<file path="src/rtl/ram8_arbiter.sv">
//==============================================================================
// Module  : ram8_arbiter
// Purpose : Round-robin sharing of one RAM8 (8 x 16) between requesters A and B,
//           plus a bulk-clear walk. Optional stall counters: RAM8_ARB_STATS_EN.
// Rev     : 1.0  initial release
//==============================================================================
`default_nettype none

module ram8_arbiter #(
    parameter logic [15:0] CLEAR_VALUE = 16'h0000,
    parameter bit          FIRST_PRIO  = 1'b0
) (
    input  logic        clk,
    input  logic        reset,
    input  logic        a_req,
    input  logic        a_we,
    input  logic [2:0]  a_addr,
    input  logic [15:0] a_wdata,
    output logic        a_gnt,
    output logic        a_rvalid,
    output logic [15:0] a_rdata,
    input  logic        b_req,
    input  logic        b_we,
    input  logic [2:0]  b_addr,
    input  logic [15:0] b_wdata,
    output logic        b_gnt,
    output logic        b_rvalid,
    output logic [15:0] b_rdata,
    input  logic        clear_start,
    output logic        busy,
`ifdef RAM8_ARB_STATS_EN
    output logic [7:0]  a_stall_cnt,
    output logic [7:0]  b_stall_cnt,
`endif
    output logic [15:0] ram_in,
    output logic        ram_load,
    output logic [2:0]  ram_address,
    input  logic [15:0] ram_out
);

    localparam logic [0:0] S_IDLE  = 1'b0;
    localparam logic [0:0] S_CLEAR = 1'b1;

    logic [0:0]  r_state;
    logic [0:0]  w_state_nxt;
    logic        r_rr_ptr;
    logic [2:0]  r_cnt;
    logic        r_a_rvalid;
    logic        r_b_rvalid;
    logic [15:0] r_a_rdata;
    logic [15:0] r_b_rdata;
    logic        w_arb_ok;

    // State register plus the datapath registers it governs
    always_ff @(posedge clk) begin
        if (reset) begin
            r_state    <= S_IDLE;
            r_rr_ptr   <= FIRST_PRIO;
            r_cnt      <= 3'd0;
            r_a_rvalid <= 1'b0;
            r_b_rvalid <= 1'b0;
            r_a_rdata  <= 16'h0000;
            r_b_rdata  <= 16'h0000;
        end else begin
            r_state    <= w_state_nxt;
            r_a_rvalid <= a_gnt & ~a_we;
            r_b_rvalid <= b_gnt & ~b_we;
            if (a_gnt && !a_we) r_a_rdata <= ram_out;
            if (b_gnt && !b_we) r_b_rdata <= ram_out;
            if (a_gnt)      r_rr_ptr <= 1'b1;
            else if (b_gnt) r_rr_ptr <= 1'b0;
            if (r_state == S_CLEAR) r_cnt <= r_cnt + 3'd1;
        end
    end

    always_comb begin
        w_state_nxt = r_state;
        case (r_state)
            S_IDLE:  if (clear_start)   w_state_nxt = S_CLEAR;
            S_CLEAR: if (r_cnt == 3'd7) w_state_nxt = S_IDLE;
            default: w_state_nxt = S_IDLE;
        endcase
    end

    // clear_start pre-empts arbitration in the cycle it is seen
    assign w_arb_ok = (r_state == S_IDLE) & ~reset & ~clear_start;

    always_comb begin
        a_gnt       = 1'b0;
        b_gnt       = 1'b0;
        busy        = 1'b0;
        ram_load    = 1'b0;
        ram_in      = a_wdata;
        ram_address = a_addr;
        if (r_state == S_CLEAR) begin
            busy        = 1'b1;
            ram_load    = ~reset;
            ram_in      = CLEAR_VALUE;
            ram_address = r_cnt;
        end else begin
            a_gnt = w_arb_ok & a_req & (~b_req | ~r_rr_ptr);
            b_gnt = w_arb_ok & b_req & (~a_req |  r_rr_ptr);
            if (b_gnt) begin
                ram_in      = b_wdata;
                ram_address = b_addr;
            end
            ram_load = (a_gnt & a_we) | (b_gnt & b_we);
        end
    end

    assign a_rvalid = r_a_rvalid;
    assign b_rvalid = r_b_rvalid;
    assign a_rdata  = r_a_rdata;
    assign b_rdata  = r_b_rdata;

`ifdef RAM8_ARB_STATS_EN
    logic [7:0] r_a_stall;
    logic [7:0] r_b_stall;

    always_ff @(posedge clk) begin
        if (reset) begin
            r_a_stall <= 8'h00;
            r_b_stall <= 8'h00;
        end else begin
            if (a_req && !a_gnt && r_a_stall != 8'hFF) r_a_stall <= r_a_stall + 8'd1;
            if (b_req && !b_gnt && r_b_stall != 8'hFF) r_b_stall <= r_b_stall + 8'd1;
        end
    end

    assign a_stall_cnt = r_a_stall;
    assign b_stall_cnt = r_b_stall;
`endif

endmodule

`default_nettype wire

</file>
<file path="config.mk">
export PLATFORM = sky130hd
export DESIGN_NAME = ram8_arbiter
export DESIGN_NICKNAME = d
export VERILOG_FILES = /design/src/rtl/ram8_arbiter.sv
export SDC_FILE = /design/constraint.sdc
export NUM_CORES = 1
export LEC_CHECK = 0
export CELL_PAD_IN_SITES_DETAIL_PLACEMENT = 0
export CELL_PAD_IN_SITES_GLOBAL_PLACEMENT = 2
export CORE_UTILIZATION = 23
export CTS_BUF_LIST = sky130_fd_sc_hd__clkbuf_8
export DETAILED_ROUTE_END_ITERATION = 10
export PLACE_DENSITY = 0.92
export RECOVER_POWER = 50
export SYNTH_ARGS = -nofsm -noshare
export SYNTH_HDL_FRONTEND = slang
export SYNTH_SLANG_ARGS = --single-unit
</file>
<file path="constraint.sdc">
create_clock -name clk -period 3.1 [get_ports clk]
set_input_delay 0.62 -clock clk [delete_from_list [all_inputs] [get_ports clk]]
set_output_delay 0.62 -clock clk [all_outputs]
set_load 0.03 [all_outputs]
</file>
==> results of run 1 <==
metrics by stage:
stage	instances	setup slack [ns]	total power [uW]	instance area [um2]	utilization (%)
final	456	0.166	1370	3490	39.8
after global routing	456	0.0125	1430	3490	39.8
after detailed placement	447	0.0249	885	3340	38.1
after floorplan	236	0.440	711	2090	-
after global placement	447	0.0500	884	3340	38.1
after CTS	455	0.0129	1390	3470	39.6
registers in the layout, summed over array words and instances (netlist names):
name      cells
b_rvalid      1
a_rdata      16
r_cnt         3
a_rvalid      1
r_rr_ptr      1
b_rdata      16
r_state       1
final timing paths:
check	start	to	slack, ns
min reg2reg	b_rdata[4]	b_rdata[4]	0.48
max	reset	ram_load	0.17
max reg2reg	r_state	a_rdata[12]	1.07
min	b_rdata[4]	b_rdata[4]	0.48
metal layers:
| layer | up-vias | part of all wire [%] | track usage [%] |
|---|---|---|---|
| met5 | - | 0 | 0 |
| met4 | 0 | 0.22 | 2.60 |
| met3 | 2 | 6.4 | 3.67 |
| met2 | 83 | 46 | 23.3 |
| met1 | 1055 | 47 | 19.8 |
| li1 | 1114 | - | - |
placed cells by master (no fill, tap or decap), drive strengths merged:
master	count
a311oi	1
or3	1
inv	5
a21boi	1
a21bo	1
nor2	7
mux2	16
nand2b	2
nand3	1
dlymetal6s2s	1
nand4	32
clkinvlp	1
mux2i	3
nor2b	21
a221o	3
bufinv	2
dfxtp	39
nor3	4
nand2	18
a221oi	1
xnor2	1
a21oi	16
clkbuf	8
o311ai	16
buf	33
o31ai	16
o21a	1
dlygate4sd3	35
ha	2
clkdlybuf4s50	60
power by group:
group | total, uW | leakage [uW] | internal, uW | switching (uW)
clock | 495 | 0.0000695 | 319 | 177
combinational | 348 | 0.00110 | 159 | 190
sequential | 524 | 0.000316 | 515 | 8.73
Yosys cell counts:
cell	number	area share, %
sky130_fd_sc_hd__dfxtp_1	39	37
sky130_fd_sc_hd__nand4_1	32	9.6
sky130_fd_sc_hd__clkbuf_1	26	4.7
sky130_fd_sc_hd__nor2b_1	21	6.3
sky130_fd_sc_hd__nand2_1	18	3.2
sky130_fd_sc_hd__a21oi_1	16	3.8
sky130_fd_sc_hd__o311ai_0	16	6.7
sky130_fd_sc_hd__o31ai_1	16	5.7
sky130_fd_sc_hd__mux2_4	9	6.5
sky130_fd_sc_hd__mux2_2	7	3.8
sky130_fd_sc_hd__nor2_1	7	1.3
sky130_fd_sc_hd__inv_1	5	0.90
sky130_fd_sc_hd__a221o_1	3	1.4
sky130_fd_sc_hd__mux2i_1	3	1.4
sky130_fd_sc_hd__nor3_1	3	0.72
sky130_fd_sc_hd__ha_1	2	1.2
sky130_fd_sc_hd__nand2b_1	2	0.60
sky130_fd_sc_hd__a21bo_2	1	0.48
sky130_fd_sc_hd__a21boi_0	1	0.36
sky130_fd_sc_hd__a221oi_1	1	0.42
sky130_fd_sc_hd__a311oi_1	1	0.42
sky130_fd_sc_hd__buf_6	1	0.54
sky130_fd_sc_hd__buf_8	1	0.72
sky130_fd_sc_hd__nand3_1	1	0.24
sky130_fd_sc_hd__nor3_4	1	0.78
sky130_fd_sc_hd__o21a_1	1	0.36
sky130_fd_sc_hd__or3_1	1	0.30
sky130_fd_sc_hd__xnor2_1	1	0.42
critical path, cell delays in order:
cell and delay [ns]:
sky130_fd_sc_hd__clkdlybuf4s50_1 0.44, sky130_fd_sc_hd__or3_1 0.38, sky130_fd_sc_hd__buf_4 0.27, sky130_fd_sc_hd__nor2_1 0.26, sky130_fd_sc_hd__a221o_1 0.19, sky130_fd_sc_hd__buf_4 0.15
final cells by class:
cell class                      count  area, um2
Clock buffer                        5       68.8
Timing Repair Buffer              132       1240
Multi-Input combinational cell    164       1180
Fill cell                         891       5280
Tap cell                          108        135
Inverter                            5       22.5
Clock inverter                      3       63.8
Sequential cell                    39        781
cell families after synthesis:
logic type,after synthesis
fa+ha+maj,2
mux,19
flops,39
simple gates,86
buf+inv,33
compound gates,56
xor+xnor,1
timing repair:
action                                  in CTS  in global routing
endpoints found under the setup margin       0                  3
buffers inserted                             0                  1
resized for setup                            0                  3
endpoints found under the hold margin        0                  0
==> qor.log, run 1 <==
qor: detailed_routing.wirelength_routed 6970 um
qor: grt.first_global_vias 2,318
qor: timing.setup_repair_after_global_routing_missed_its_margin no
qor: setup_path.rr_worst_depth 5
qor: die.floorplan.die_area 9490 um2
qor: setup_path.critPathMaxFanout 35
qor: synthesis.synth_cell_types 28
qor: detailed_routing.vias 2,254
qor: cells_and_area.insertedDiodeCount 0
qor: timing.report.final.slew_viol_count 0
qor: power.peak_supply_drop 185 uV
qor: setup_path.data_arrival_time_of_the_critical_path 2.31 ns
qor: cells_and_area.areaGrowthSynthToFinish 66.5%
qor: outcome.outcome complete, no violations
qor: timing.max_freq 341 MHz
qor: timing.fin_crit 2.93 ns
qor: cts.cts_inserted_buffers 5
qor: setup_path.worstSetupEndpointType output pin
qor: grt.antenna_violations_before_repair 0
qor: synthesis.portion_of_the_post_synthesis_area_used_by_sequential_elements 37.3%
qor: detailed_routing.vias_per_cell 4.94
qor: cts.clock_slew_at_reported_path_ffs 0.08 ns
qor: grt.grt-ovfl-total 0
qor: cts.max-clock-path-buffers 2
qor: placed_design.place.detailed.hpwl 4980 um
qor: timing.fin_worst_hold_slack 0.484 ns
qor: synthesis.synthMuxAreaShare 11.6%
qor: synthesis.syn-mean-instance-area 8.88 um2
qor: placed_design.numPortBuffers 117
qor: worst_hold_path.worst_hold_path.num_cells 2
qor: die.io-pin-count 118
qor: synthesis.synthAdderAreaFrac 1.19%
qor: die.core_area 8760 um2
qor: die.start_util 23.9%
qor: cts.clkSinkCount 39
qor: synthesis.synthesized_area_fraction_occupied_by_and_or_nand_nor_cells 22.9%
qor: die.die_y 97.4 um
qor: timing.report.final.setup_viol 0
qor: die.fp.dieW 97.4 um
qor: synthesis.mappedNetlistNets 299
qor: detailed_routing.drc_violations_left 0
qor: synthesis.synth_top_family_by_area simple AND/OR/NAND/NOR gates
qor: synthesis.synthesized_area_fraction_occupied_by_ao_oa_aoi_and_oai_cells 19.7%
qor: setup_path.startpoint_type input pin
qor: detailed_routing.detail-route-antenna-nets 0
qor: timing.hold_viol_final 0
qor: synthesis.synth.ff_latch_count 39
qor: grt.wire_length_of_the_first_global_routing_pass 11,500 um
qor: cts.clock-root-buffer sky130_fd_sc_hd__clkbuf_8
qor: synthesis.cells_after_synthesis 236
qor: timing.finalSetupTns 0 ns
qor: placed_design.globalplace.congestion 0.749
qor: grt.grt_start_max_net_pins 36
qor: die.std_cell_rows 34
qor: detailed_routing.firstDrtPassIters 5
qor: cts.clock_insertion_delay_worst_skew 0.28 ns
qor: cts.tritoncts yes
qor: setup_path.crit_type input pin to output pin
qor: worst_hold_path.min_path_type flip-flop to flip-flop
qor: detailed_routing.post_detailed_route_wirelength_per_cell 15.3 um
qor: timing.transition_at_the_pin_with_the_smallest_max_transition_slack 0.585 ns
qor: setup_path.worst-endpoint-required 2.48 ns
qor: timing.max-slew-margin-rel 61.0%
qor: synthesis.synth_xor_xnor_area_share 0.418%
qor: synthesis.netlist_area 2090 um2
qor: cells_and_area.final_layout_size_suffix_gt1_share 17.5%
qor: timing.finalCritPeriodShare 94.6%
qor: cells_and_area.fin_nets 410
qor: job.drv_cap 0
qor: power.powerDensity 392 nW/um2
qor: timing.fin_skew 0.00604 ns
qor: power.cellLeakagePower 0.00148 uW
qor: synthesis.yosysWarningCount 0
qor: cts.cts-hold-fix-buffers 0
qor: detailed_routing.drt_first_iter_violations 71
qor: cts.cts_h_tree_depth 2
qor: grt.global_route.usage.total 14.5%
Note: power is estimated with default switching activity, not from simulation.
==> run 2, diff against run 1 <==
Settings changed: CAP_MARGIN set to 0.
Clock period 3.1 ns to 3.4 ns, I/O delays scaled along.
==> qor.log, run 2 (synthesized netlist as in run 1, its figures left out) <==
qor: power.peak_supply_drop 213 uV
qor: timing.transition_at_the_pin_with_the_smallest_max_transition_slack 1.14 ns
qor: grt.first_global_vias 2,231
qor: detailed_routing.vias_per_cell 5.01
qor: cts.cts_inserted_buffers 5
qor: detailed_routing.detail-route-antenna-nets 0
qor: grt.wire_length_of_the_first_global_routing_pass 11,500 um
qor: job.drv_cap 0
qor: setup_path.crit_reg_reg_startpoint r_state
qor: setup_path.critPathMaxFanout 5
qor: grt.grt_start_max_net_pins 33
qor: die.std_cell_rows 34
qor: power.clock_power_share 33.0%
qor: setup_path.startpoint_type input pin
qor: cells_and_area.most-common-layout-cells sky130_fd_sc_hd__clkdlybuf4s50_1 (63), sky130_fd_sc_hd__dfxtp_1 (39), sky130_fd_sc_hd__dlygate4sd3_1 (34), sky130_fd_sc_hd__nand4_1 (32), sky130_fd_sc_hd__buf_4 (29)
qor: power.powerDensity 343 nW/um2
qor: timing.fin_crit 3.30 ns
qor: detailed_routing.firstDrtPassIters 4
qor: timing.finalCritPeriodShare 97.1%
qor: cts.cts_h_tree_depth 2
qor: setup_path.worstReg2RegEnd a_rdata[11]
qor: grt.antenna_violations_before_repair 0
qor: detailed_routing.wirelength_routed 7130 um
qor: die.io-pin-count 118
qor: detailed_routing.drt_first_iter_violations 84
qor: power.internal_power 833 uW
qor: timing.max-slew-margin-rel 24.2%
qor: timing.report.final.setup_viol 0
qor: power.p_switching 353 uW
qor: cells_and_area.fin_cells 456
qor: detailed_routing.drc_violations_left 0
qor: timing.setup_repair_after_global_routing_missed_its_margin no
qor: timing.report.final.slew_viol_count 0
qor: die.die_y 97.4 um
qor: outcome.outcome complete, no violations
qor: cts.cts-hold-fix-buffers 0
qor: cells_and_area.insertedDiodeCount 0
qor: die.core_area 8760 um2
qor: cells_and_area.fin_util 39.4%
qor: power.power.share.sequential 40.3%
qor: cts.tritoncts yes
qor: cells_and_area.fin_nets 410
qor: power.netSwitchingFraction 29.7%
qor: setup_path.rr_worst_depth 5
qor: setup_path.data_arrival_time_of_the_critical_path 2.62 ns
qor: cells_and_area.areaGrowthSynthToFinish 64.9%
qor: power.total_power 1190 uW
qor: setup_path.worstSetupEndpointType output pin
qor: cts.clock_insertion_delay_worst_skew 0.28 ns
qor: cells_and_area.final_layout_size_suffix_gt1_share 16.4%
qor: setup_path.r2r_setup_slack 0.78 ns
qor: placed_design.pre_cts_setup_slack 0.0834 ns
qor: timing.finalSetupTns 0 ns
qor: cts.clock_slew_at_reported_path_ffs 0.08 ns
qor: setup_path.crit_type input pin to output pin
qor: detailed_routing.vias 2,285
qor: placed_design.dp_cells 448
qor: die.start_util 23.9%
qor: die.fp.dieW 97.4 um
qor: cells_and_area.final_common_cell sky130_fd_sc_hd__clkdlybuf4s50_1
qor: placed_design.numPortBuffers 117
qor: timing.hold_viol_final 0
qor: timing.max_freq 303 MHz
qor: power.combinational_share_of_power 26.7%
qor: detailed_routing.post_detailed_route_wirelength_per_cell 15.6 um
qor: placed_design.globalplace.congestion 0.771
qor: die.floorplan.die_area 9490 um2
qor: cts.clock-root-buffer sky130_fd_sc_hd__clkbuf_8
qor: setup_path.worst-endpoint-required 2.72 ns
qor: worst_hold_path.min_path_type flip-flop to flip-flop
qor: grt.grt-ovfl-total 0
qor: power.cellLeakagePower 0.00148 uW
qor: worst_hold_path.hold_path_startpoint b_rdata[1]
qor: grt.global_route.usage.total 14.5%
qor: timing.fin_skew 0.00560 ns
qor: placed_design.place.detailed.hpwl 5180 um
qor: cts.clkSinkCount 39
qor: timing.finalWorstSetupSlack 0.0979 ns
qor: worst_hold_path.worst_hold_path.num_cells 2
qor: cts.max-clock-path-buffers 2
qor: worst_hold_path.hold_end b_rdata[1]
-- run 2: timing repair --
item,in CTS,in global routing
gates resized for setup,0,2
setup endpoints to repair,0,2
setup buffers,0,0
-- run 2: layer usage --
| layer | track usage (%) | routed length (um) | vias to the layer above |
|---|---|---|---|
| li1 | - | - | 1109 |
| met1 | 19.5 | 3280 | 1093 |
| met2 | 24.4 | 3420 | 81 |
| met3 | 3.31 | 402 | 2 |
| met4 | 1.70 | 15 | 0 |
| met5 | 0 | 0 | - |
-- run 2: worst max-delay path, cell delays in order --
cell and delay, ns:
sky130_fd_sc_hd__clkdlybuf4s50_1 0.47, sky130_fd_sc_hd__or3_1 0.46, sky130_fd_sc_hd__nor3_1 0.21, sky130_fd_sc_hd__a221o_1 0.14, sky130_fd_sc_hd__clkdlybuf4s50_1 0.66
-- run 2: cell type report --
| cell class | count | area (um2) |
|---|---|---|
| Fill cell | 885 | 5310 |
| Inverter | 5 | 18.8 |
| Clock buffer | 5 | 68.8 |
| Timing Repair Buffer | 132 | 1230 |
| Sequential cell | 39 | 781 |
| Multi-Input combinational cell | 164 | 1180 |
| Clock inverter | 3 | 43.8 |
| Tap cell | 108 | 135 |
-- run 2: how the worst max path moves through the flow --
stage / slack (ns) / startpoint / to
3_3_place_gp: 0.08 / reset / ram_address[1]
5_1_grt: 0.008 / reset / ram_address[0]
3_5_place_dp: 0.08 / reset / ram_address[1]
4_1_cts: 0.07 / reset / ram_address[1]
2_1_floorplan: 0.62 / reset / ram_address[0]
6_report: 0.1 / reset / ram_address[2]
-- run 2: power groups by stage --
stage / Combinational, uW / Clock, uW / Sequential (uW)
3_5_place_dp: 322 / 0 / 489
3_3_place_gp: 320 / 0 / 489
5_1_grt: 335 / 428 / 480
4_1_cts: 323 / 404 / 479
6_report: 317 / 391 / 478
2_1_floorplan: 140 / 0 / 508
-- run 2: metrics by stage --
stage,cell area (um2),hold WS (ns)
after floorplan,2090,0.488
after global placement,3350,0.470
after detailed placement,3350,0.477
after CTS,3460,0.491
after global routing,3450,0.511
final,3450,0.483
==> run 3, diff against run 2 <==
Settings changed: CORE_UTILIZATION 23 to 38, DONT_BUFFER_PORTS set to 1, PLACE_DENSITY 0.92 to 0.91, REMOVE_ABC_BUFFERS set to 1.
==> qor.log, run 3 (synthesized netlist as in run 1, its figures left out) <==
qor: grt.first_global_vias 1,838
qor: timing.finalSetupTns 0 ns
qor: placed_design.place.detailed.hpwl 4170 um
qor: power.power.share.sequential 50.8%
qor: timing.fin_crit 2.84 ns
qor: die.die_y 76.2 um
qor: setup_path.worst-endpoint-required 2.72 ns
qor: setup_path.rr_worst_depth 5
qor: cells_and_area.areaGrowthSynthToFinish 12.4%
qor: cells_and_area.final_layout_size_suffix_gt1_share 21.7%
qor: timing.finalCritPeriodShare 83.4%
qor: grt.grt_start_max_net_pins 31
qor: die.core_area 5200 um2
qor: cts.max-clock-path-buffers 2
qor: detailed_routing.drc_violations_left 0
qor: placed_design.numPortBuffers 0
qor: timing.fin_worst_hold_slack 0.448 ns
qor: grt.antenna_violations_before_repair 0
qor: cells_and_area.insertedDiodeCount 0
qor: setup_path.crit_reg_reg_startpoint r_state
qor: cts.clock_insertion_delay_worst_skew 0.29 ns
qor: setup_path.r2r_setup_slack 1.01 ns
qor: timing.transition_at_the_pin_with_the_smallest_max_transition_slack 0.637 ns
qor: placed_design.pre_cts_setup_slack 0.637 ns
qor: job.drv_cap 0
qor: cts.cts-hold-fix-buffers 0
qor: cells_and_area.fin_nets 306
qor: power.cellLeakagePower 0.000947 uW
qor: cts.postCtsSetupRepairBufs 0
qor: detailed_routing.drt_first_iter_violations 94
qor: cts.clkSinkCount 39
qor: cells_and_area.finalInstanceArea 2350 um2
qor: grt.grt-ovfl-total 0
qor: setup_path.critPathMaxFanout 30
qor: timing.fin_skew 0.00494 ns
qor: placed_design.post_dp_cell_area 2280 um2
qor: worst_hold_path.min_path_type input pin to flip-flop
qor: setup_path.critical_path.most_common_cell sky130_fd_sc_hd__buf_4
qor: detailed_routing.detail-route-antenna-nets 0
qor: power.powerDensity 417 nW/um2
qor: grt.wire_length_of_the_first_global_routing_pass 9740 um
qor: setup_path.worstSetupEndpointType output pin
qor: worst_hold_path.hold_end b_rvalid
qor: cts.cts_h_tree_depth 2
qor: timing.hold_viol_final 0
qor: outcome.outcome complete, no violations
qor: timing.max-slew-margin-rel 57.4%
qor: detailed_routing.vias 1,871
qor: power.netSwitchingFraction 31.5%
qor: die.io-pin-count 118
qor: power.clock_power_share 30.3%
qor: cts.post_cts.resized_instances 0
qor: setup_path.data_arrival_time_of_the_critical_path 2.16 ns
qor: setup_path.worstReg2RegEnd a_rdata[3]
qor: detailed_routing.vias_per_cell 5.96
qor: setup_path.startpoint_type flip-flop
qor: worst_hold_path.hold_path_startpoint b_we
qor: cells_and_area.most-common-layout-cells sky130_fd_sc_hd__dfxtp_1 (39), sky130_fd_sc_hd__nand4_1 (32), sky130_fd_sc_hd__buf_4 (27), sky130_fd_sc_hd__nor2b_1 (20), sky130_fd_sc_hd__nand2_1 (18)
qor: timing.max_freq 353 MHz
qor: timing.setup_repair_after_global_routing_missed_its_margin no
qor: grt.global_route.usage.total 21.0%
qor: cts.clock-root-buffer sky130_fd_sc_hd__clkbuf_8
qor: die.fp.dieW 76.2 um
qor: cells_and_area.fin_util 45.2%
qor: detailed_routing.firstDrtPassIters 4
qor: power.combinational_share_of_power 18.8%
qor: power.p_switching 309 uW
qor: power.internal_power 672 uW
qor: die.floorplan.die_area 5810 um2
qor: cells_and_area.final_common_cell sky130_fd_sc_hd__dfxtp_1
qor: setup_path.cell_chain_critical_path buf_4 > nor3_2 > buf_4 > nand3_1 > inv_1 > a221o_1
qor: power.peak_supply_drop 229 uV
qor: placed_design.globalplace.congestion 0.737
qor: setup_path.stage_delay_of_the_slowest_cell_on_the_critical_path 0.36 ns
qor: detailed_routing.post_detailed_route_wirelength_per_cell 18.9 um
qor: timing.report.final.slew_viol_count 0
qor: setup_path.critical-path-slowest-cell sky130_fd_sc_hd__a221o_1
qor: worst_hold_path.worst_hold_path.num_cells 1
qor: cts.cts_inserted_buffers 5
qor: cts.clock_slew_at_reported_path_ffs 0.08 ns
qor: setup_path.crit_type flip-flop to output pin
qor: die.start_util 40.2%
qor: die.std_cell_rows 26
qor: detailed_routing.wirelength_routed 5940 um
qor: cts.tritoncts yes
qor: timing.finalWorstSetupSlack 0.563 ns
qor: timing.report.final.setup_viol 0
## run 3: cell count changes in the layout (fill, tap and decap cells not counted), moves of 2 or more
| cell | change |
|---|---|
| sky130_fd_sc_hd__clkdlybuf4s50_1 | -63 |
| sky130_fd_sc_hd__dlygate4sd3_1 | -34 |
| sky130_fd_sc_hd__clkbuf_1 | -3 |
| sky130_fd_sc_hd__buf_4 | -2 |
| sky130_fd_sc_hd__dlymetal6s2s_1 | -2 |
| sky130_fd_sc_hd__inv_1 | +2 |
## run 3: per-stage QoR
stage / power [uW] / instances
3_3_place_gp: 692 / 306
2_1_floorplan: 632 / 208
3_5_place_dp: 694 / 306
6_report: 980 / 314
4_1_cts: 990 / 314
5_1_grt: 1020 / 314
## run 3: layer usage
| metal | routed length, um | track usage, % | share of wire [%] | vias to the layer above |
|---|---|---|---|---|
| met5 | 0 | 0 | 0 | - |
| met4 | 114 | 6.73 | 1.9 | 0 |
| met3 | 451 | 7.31 | 7.6 | 11 |
| met2 | 2880 | 35.5 | 49 | 60 |
| met1 | 2490 | 24.7 | 42 | 900 |
| li1 | - | - | - | 900 |
## run 3: worst max-delay path by stage
stage	from	end	cells past startpoint
5_1_grt	r_state	ram_load	6
6_report	r_state	ram_load	6
3_5_place_dp	reset	a_rdata[3]	5
3_3_place_gp	reset	a_rdata[2]	5
4_1_cts	r_state	ram_load	6
2_1_floorplan	r_state	ram_load	4
## run 3: area by class of cell
cell class                      count  area, um2
Clock buffer                        5       68.8
Tap cell                           70       87.6
Fill cell                         536       2850
Sequential cell                    39        781
Multi-Input combinational cell    164       1180
Timing Repair Buffer               28        206
Inverter                            5       18.8
Clock inverter                      3       12.5
## run 3: power by group through the flow
stage / sequential [uW] / combinational (uW) / clock (uW)
after floorplan: 513 / 119 / 0
after global placement: 509 / 183 / 0
after detailed placement: 509 / 185 / 0
after CTS: 499 / 185 / 306
after global routing: 500 / 199 / 322
final: 498 / 184 / 298
## run 3: critical path: cells and delay by family (launching register included)
| kind | cells | cell delay [ns] |
|---|---|---|
| AND/OR/NAND/NOR | 2 | 0.46 |
| AO/OA/AOI/OAI | 1 | 0.36 |
| flip-flops | 1 | 0.31 |
| buffers and inverters | 3 | 0.73 |
==> RTL change 1: new RTL, flow settings as in run 2 <==
The option `RAM8_ARB_STATS_EN` is turned on by a define.
--- a/src/rtl/ram8_arbiter.sv
+++ b/src/rtl/ram8_arbiter.sv
@@ -7,2 +7,4 @@
 `default_nettype none
+
+`define RAM8_ARB_STATS_EN
 
Check against the original RTL (old outputs only; new: a_stall_cnt and b_stall_cnt): equivalent (equiv_simple and equiv_induct, registers matched by name and starting in step).
==> RTL change 1 against run 2 <==
Final area up 18%; area after synthesis rose by 23%; via count up 14%; sequential cell count up 16; power increased by 11%; wire length is 6.0% higher; largest cell class unchanged; worst setup slack better by 59 ps.
==> RTL change 1: results (changes against run 2) <==
- Hold Startpoint: a_rdata[0]
- Clock-pin slew on the worst setup and hold paths: 100 ps (+20 ps)
- Synth Flop Type: dfxtp_1
- Max-slew headroom: 0.1294 (-0.1121)
- GRT Total Usage: 0.1241 (-0.02139)
- Reg2Reg Setup Slack: 1030 ps (+250 ps)
- Status: finished clean
- Worst hold margin: 456.4 ps (-26.12 ps)
- Avg WL per Cell: 13.00 µm (-17%)
- Vias per cell: 4.499 (-10%)
- Gpl congestion: 0.6989 (-9.4%)
- Met2 usage: 0.2244 (-0.01986)
- Top area cells in the synthesized netlist: dfxtp_1, mux2i_1, nand2_1
- Worst-Skew Late Latency: 310 ps (+30 ps)
- Yosys cell types: 41 (+46%)
- Maximum fanout along the worst path: 3 (-2)
- M1 GR Usage: 0.1398 (-0.05555)
- Post-Syn Nets: 374 (+25%)
- Top post-synthesis cells by count: nand2_1, dfxtp_1, a21oi_1
- Detail Placement HPWL: 5534 µm (+6.8%)
- Fillers: 1,127 (+27%)
- Worst slack at placement: 154.0 ps (+70.61 ps)
- Worst path max stage delay: around 670 ps
- Final #Nets: 505 (+23%)
- DRT Wirelength: 7555 µm (+6.0%)
- Worst Hold Endpoint: a_rdata[0]
- Arrival @ worst endpoint: 2560 ps (-60 ps)
- Placed cell areas: 3989 µm² (+19%)
- First-pass GRT wire length: 11,590 µm (+1.2%)
- Gate Count Post-Synth: 309 (+31%)
- Worst vdd ir: 164.4 µV (-23%)
- Layout cell share with drive strength beyond 1: 0.1293 (-0.03454)
- Vias in the first global route: 2,451 (+9.9%)
- I/O Buffers: 133 (+14%)
- Largest net degree at the start of global routing: 31 (-6.1%)
- Seq/Total Area, Yosys: 0.4284 (+0.05567)
- R2R depth: 6 (+1)
- Placed Instances: 573 (+28%)
- Reg-to-reg endpoint: b_rdata[4]
- Leak: 1.703 nW (+15%)
- M3 GR Usage: 0.04177 (+0.008674)
- Drt first-iter violations: 93 (+11%)
- Synth-to-Final Area Change: 58.18%
- Clk_skew: 5.544 ps (-0.05371 ps)
-- RTL change 1: cell count changes after synthesis, sizes merged, moves of 16 or more --
cell    change
nand2      +52
nand4      -29
a21oi      +25
mux2i      +20
nor2       +20
nor2b      -18
clkbuf     -17
dfxtp      +16
o311ai     -16
-- RTL change 1: cell families (layout without fill, tap and decap cells) --
logic type,count (synthesis),in the layout,synth area share
AO/OA/AOI/OAI,62,62,0.1524
multiplexers,24,24,0.09396
XOR/XNOR,3,3,0.01023
adder cells (fa/ha/maj),4,4,0.01947
buffers and inverters,30,162,0.05988
flip-flops,55,55,0.4284
AND/OR/NAND/NOR,131,131,0.2356
-- RTL change 1: final cells by class --
cell class,instances,area share
Clock buffer,5,0.01693
Inverter,11,0.01046
Tap cell,140,0.04309
Multi-Input combinational cell,224,0.3235
Clock inverter,3,0.004925
Timing Repair Buffer,143,0.3303
Sequential cell,55,0.2709
-- RTL change 1: how the worst max path moves through the flow --
stage / from / endpoint / slack [ps] / cells after the start
5_1_grt: clear_start / ram_load / 80 / 6
3_5_place_dp: b_req / ram_load / 150 / 5
6_report: b_req / ram_load / 160 / 5
2_1_floorplan: reset / ram_address[0] / 640 / 5
4_1_cts: b_req / ram_load / 150 / 5
3_3_place_gp: b_req / ram_load / 170 / 5
-- RTL change 1: metal layers --
| layer | vias to the layer above | wire (µm) |
|---|---|---|
| li1 | 1321 | - |
| met1 | 1183 | 3131 |
| met2 | 104 | 3530 |
| met3 | 6 | 834 |
| met4 | 0 | 58 |
| met5 | - | 0 |
-- RTL change 1: where the power goes --
part / switching [mW] / internal [mW]
sequential: 0.0134 / 0.658
combinational: 0.150 / 0.137
clock: 0.217 / 0.144
==> RTL change 2: new RTL, config.mk and constraints of run 2 <==
Without the edit above. `FIRST_PRIO`: 1'b0 -> 1'b1.
--- a/src/rtl/ram8_arbiter.sv
+++ b/src/rtl/ram8_arbiter.sv
@@ -10,3 +10,3 @@
     parameter logic [15:0] CLEAR_VALUE = 16'h0000,
-    parameter bit          FIRST_PRIO  = 1'b0
+    parameter bit          FIRST_PRIO  = 1'b1
 ) (
Formal check against the unedited RTL: not equivalent (Yosys sat finds a counterexample within 4 cycles, from zero or initial values and one cycle with reset high).
==> RTL change 2 against run 2 <==
First-iteration DRC count did not move; fmax down 0.45%; area after synthesis down 0.48%; final area down 0.91%; register-to-register slack better by 860 ps; worst setup slack got worse by 15 ps; final cell count is 1.1% higher; non-clock buffer count is 1 higher; power up 4.7%; largest cell class unchanged; die area decreased by 0.47%; wire length up 5.3%; sequential cell count stayed put.
==> RTL change 2: results (changes against run 2) <==
- Placed Instances: 453 (+1.1%)
- GRT Total Usage: 0.1584 (+0.01293)
- Top post-synthesis cells by count: dfxtp_1, o31ai_1, o311ai_1
- Worst hold margin: 463.1 ps (-19.48 ps)
- Seq/Total Area, Yosys: 0.3745 (+0.001790)
- Tcrit/Tclk final: 0.9756 (+0.004369)
- Leak: 1.394 nW (-5.7%)
- Compound-Gate Fraction of Synth Area: 0.3457 (+0.1486)
- Vias per cell: 5.145 (+2.7%)
- First-pass GRT wire length: 12,050 µm (+5.2%)
- Worst vdd ir: 193.5 µV (-9.1%)
- Vias in the first global route: 2,282 (+2.3%)
- Reg2Reg Setup Slack: 1640 ps (+860 ps)
- Avg WL per Cell: 16.27 µm (+4.1%)
- Status: finished clean
- DRT Wirelength: 7502 µm (+5.3%)
- Top area cells in the synthesized netlist: dfxtp_1, o311ai_1, o31ai_1
- Layout cell share with drive strength beyond 1: 0.1360 (-0.02782)
- Arrival @ worst endpoint: 2640 ps (+20 ps)
- Worst-Margin Slew: 668.2 ps (-469.5 ps)
- R2R depth: 7 (+2)
- Hold path cells: 2 (unchanged)
- Xor/xnor share of the synthesized area: 0 (-0.004182)
- Detail Placement HPWL: 5358 µm (+3.4%)
- Largest net degree at the start of global routing: 34 (+3.0%)
- Gate Count Post-Synth: 244 (+3.4%)
- M1 GR Usage: 0.2014 (+0.006111)
- M3 GR Usage: 0.03165 (-0.001439)
- Gpl congestion: 0.8061 (+4.5%)
- Multiplexer share of the synthesized area: 0.01921 (-0.09728)
-- RTL change 2: changes by cell type in the layout (fill, tap and decap cells not counted), moves of 9 or more --
cell             run 2  this run
inv_1                5        20
nor2b_1             20         3
o311ai_1             0        25
o21ai_1              0        13
nand4_1             32        21
o31ai_1             16        32
o311ai_0            16         4
nand2_1             18         6
mux2_4               9         0
-- RTL change 2: through the flow --
| step | instance area [µm²] | utilization |
|---|---|---|
| after floorplan | 2085 | - |
| after global placement | 3291 | 0.3755 |
| after detailed placement | 3291 | 0.3755 |
| after CTS | 3423 | 0.3906 |
| after global routing | 3423 | 0.3906 |
| final | 3423 | 0.3906 |
-- RTL change 2: kinds of logic after synthesis --
family,after synthesis
buffers and inverters,51
DFF,39
and+or+nand+nor,48
muxes,4
adders and majority gates,2
AOI/OAI and AO/OA,100
-- RTL change 2: power by group --
| group | switching (mW) | internal [mW] | total (mW) |
|---|---|---|---|
| Clock | 0.163 | 0.290 | 0.453 |
| Combinational | 0.172 | 0.140 | 0.312 |
| Sequential | 0.00720 | 0.469 | 0.476 |
| Total | 0.343 | 0.899 | 1.24 |
-- RTL change 2: cell type report --
| type | instances | area share |
|---|---|---|
| Timing Repair Buffer | 133 | 0.3626 |
| Multi-Input combinational cell | 154 | 0.3103 |
| Sequential cell | 39 | 0.2281 |
| Tap cell | 108 | 0.03947 |
| Inverter | 19 | 0.02083 |
| Clock buffer | 5 | 0.02010 |
| Clock inverter | 3 | 0.01864 |
-- RTL change 2: metal layers --
| metal | share of wire | vias to the layer above |
|---|---|---|
| li1 | - | 1164 |
| met1 | 0.45 | 1103 |
| met2 | 0.47 | 98 |
| met3 | 0.068 | 7 |
| met4 | 0.011 | 0 |
| met5 | 0 | - |
-- RTL change 2: final timing paths --
path	startpoint	endpoint
max	reset	ram_address[1]
min	b_rdata[6]	b_rdata[6]
max reg2reg	r_state	a_rdata[0]
min reg2reg	b_rdata[6]	b_rdata[6]
-- RTL change 2: critical path, delay by kind of cell --
| family | cells | cell delay [ps] |
|---|---|---|
| buffers and inverters | 2 | 1090 |
| AOI/OAI and AO/OA | 1 | 130 |
| and+or+nand+nor | 2 | 730 |
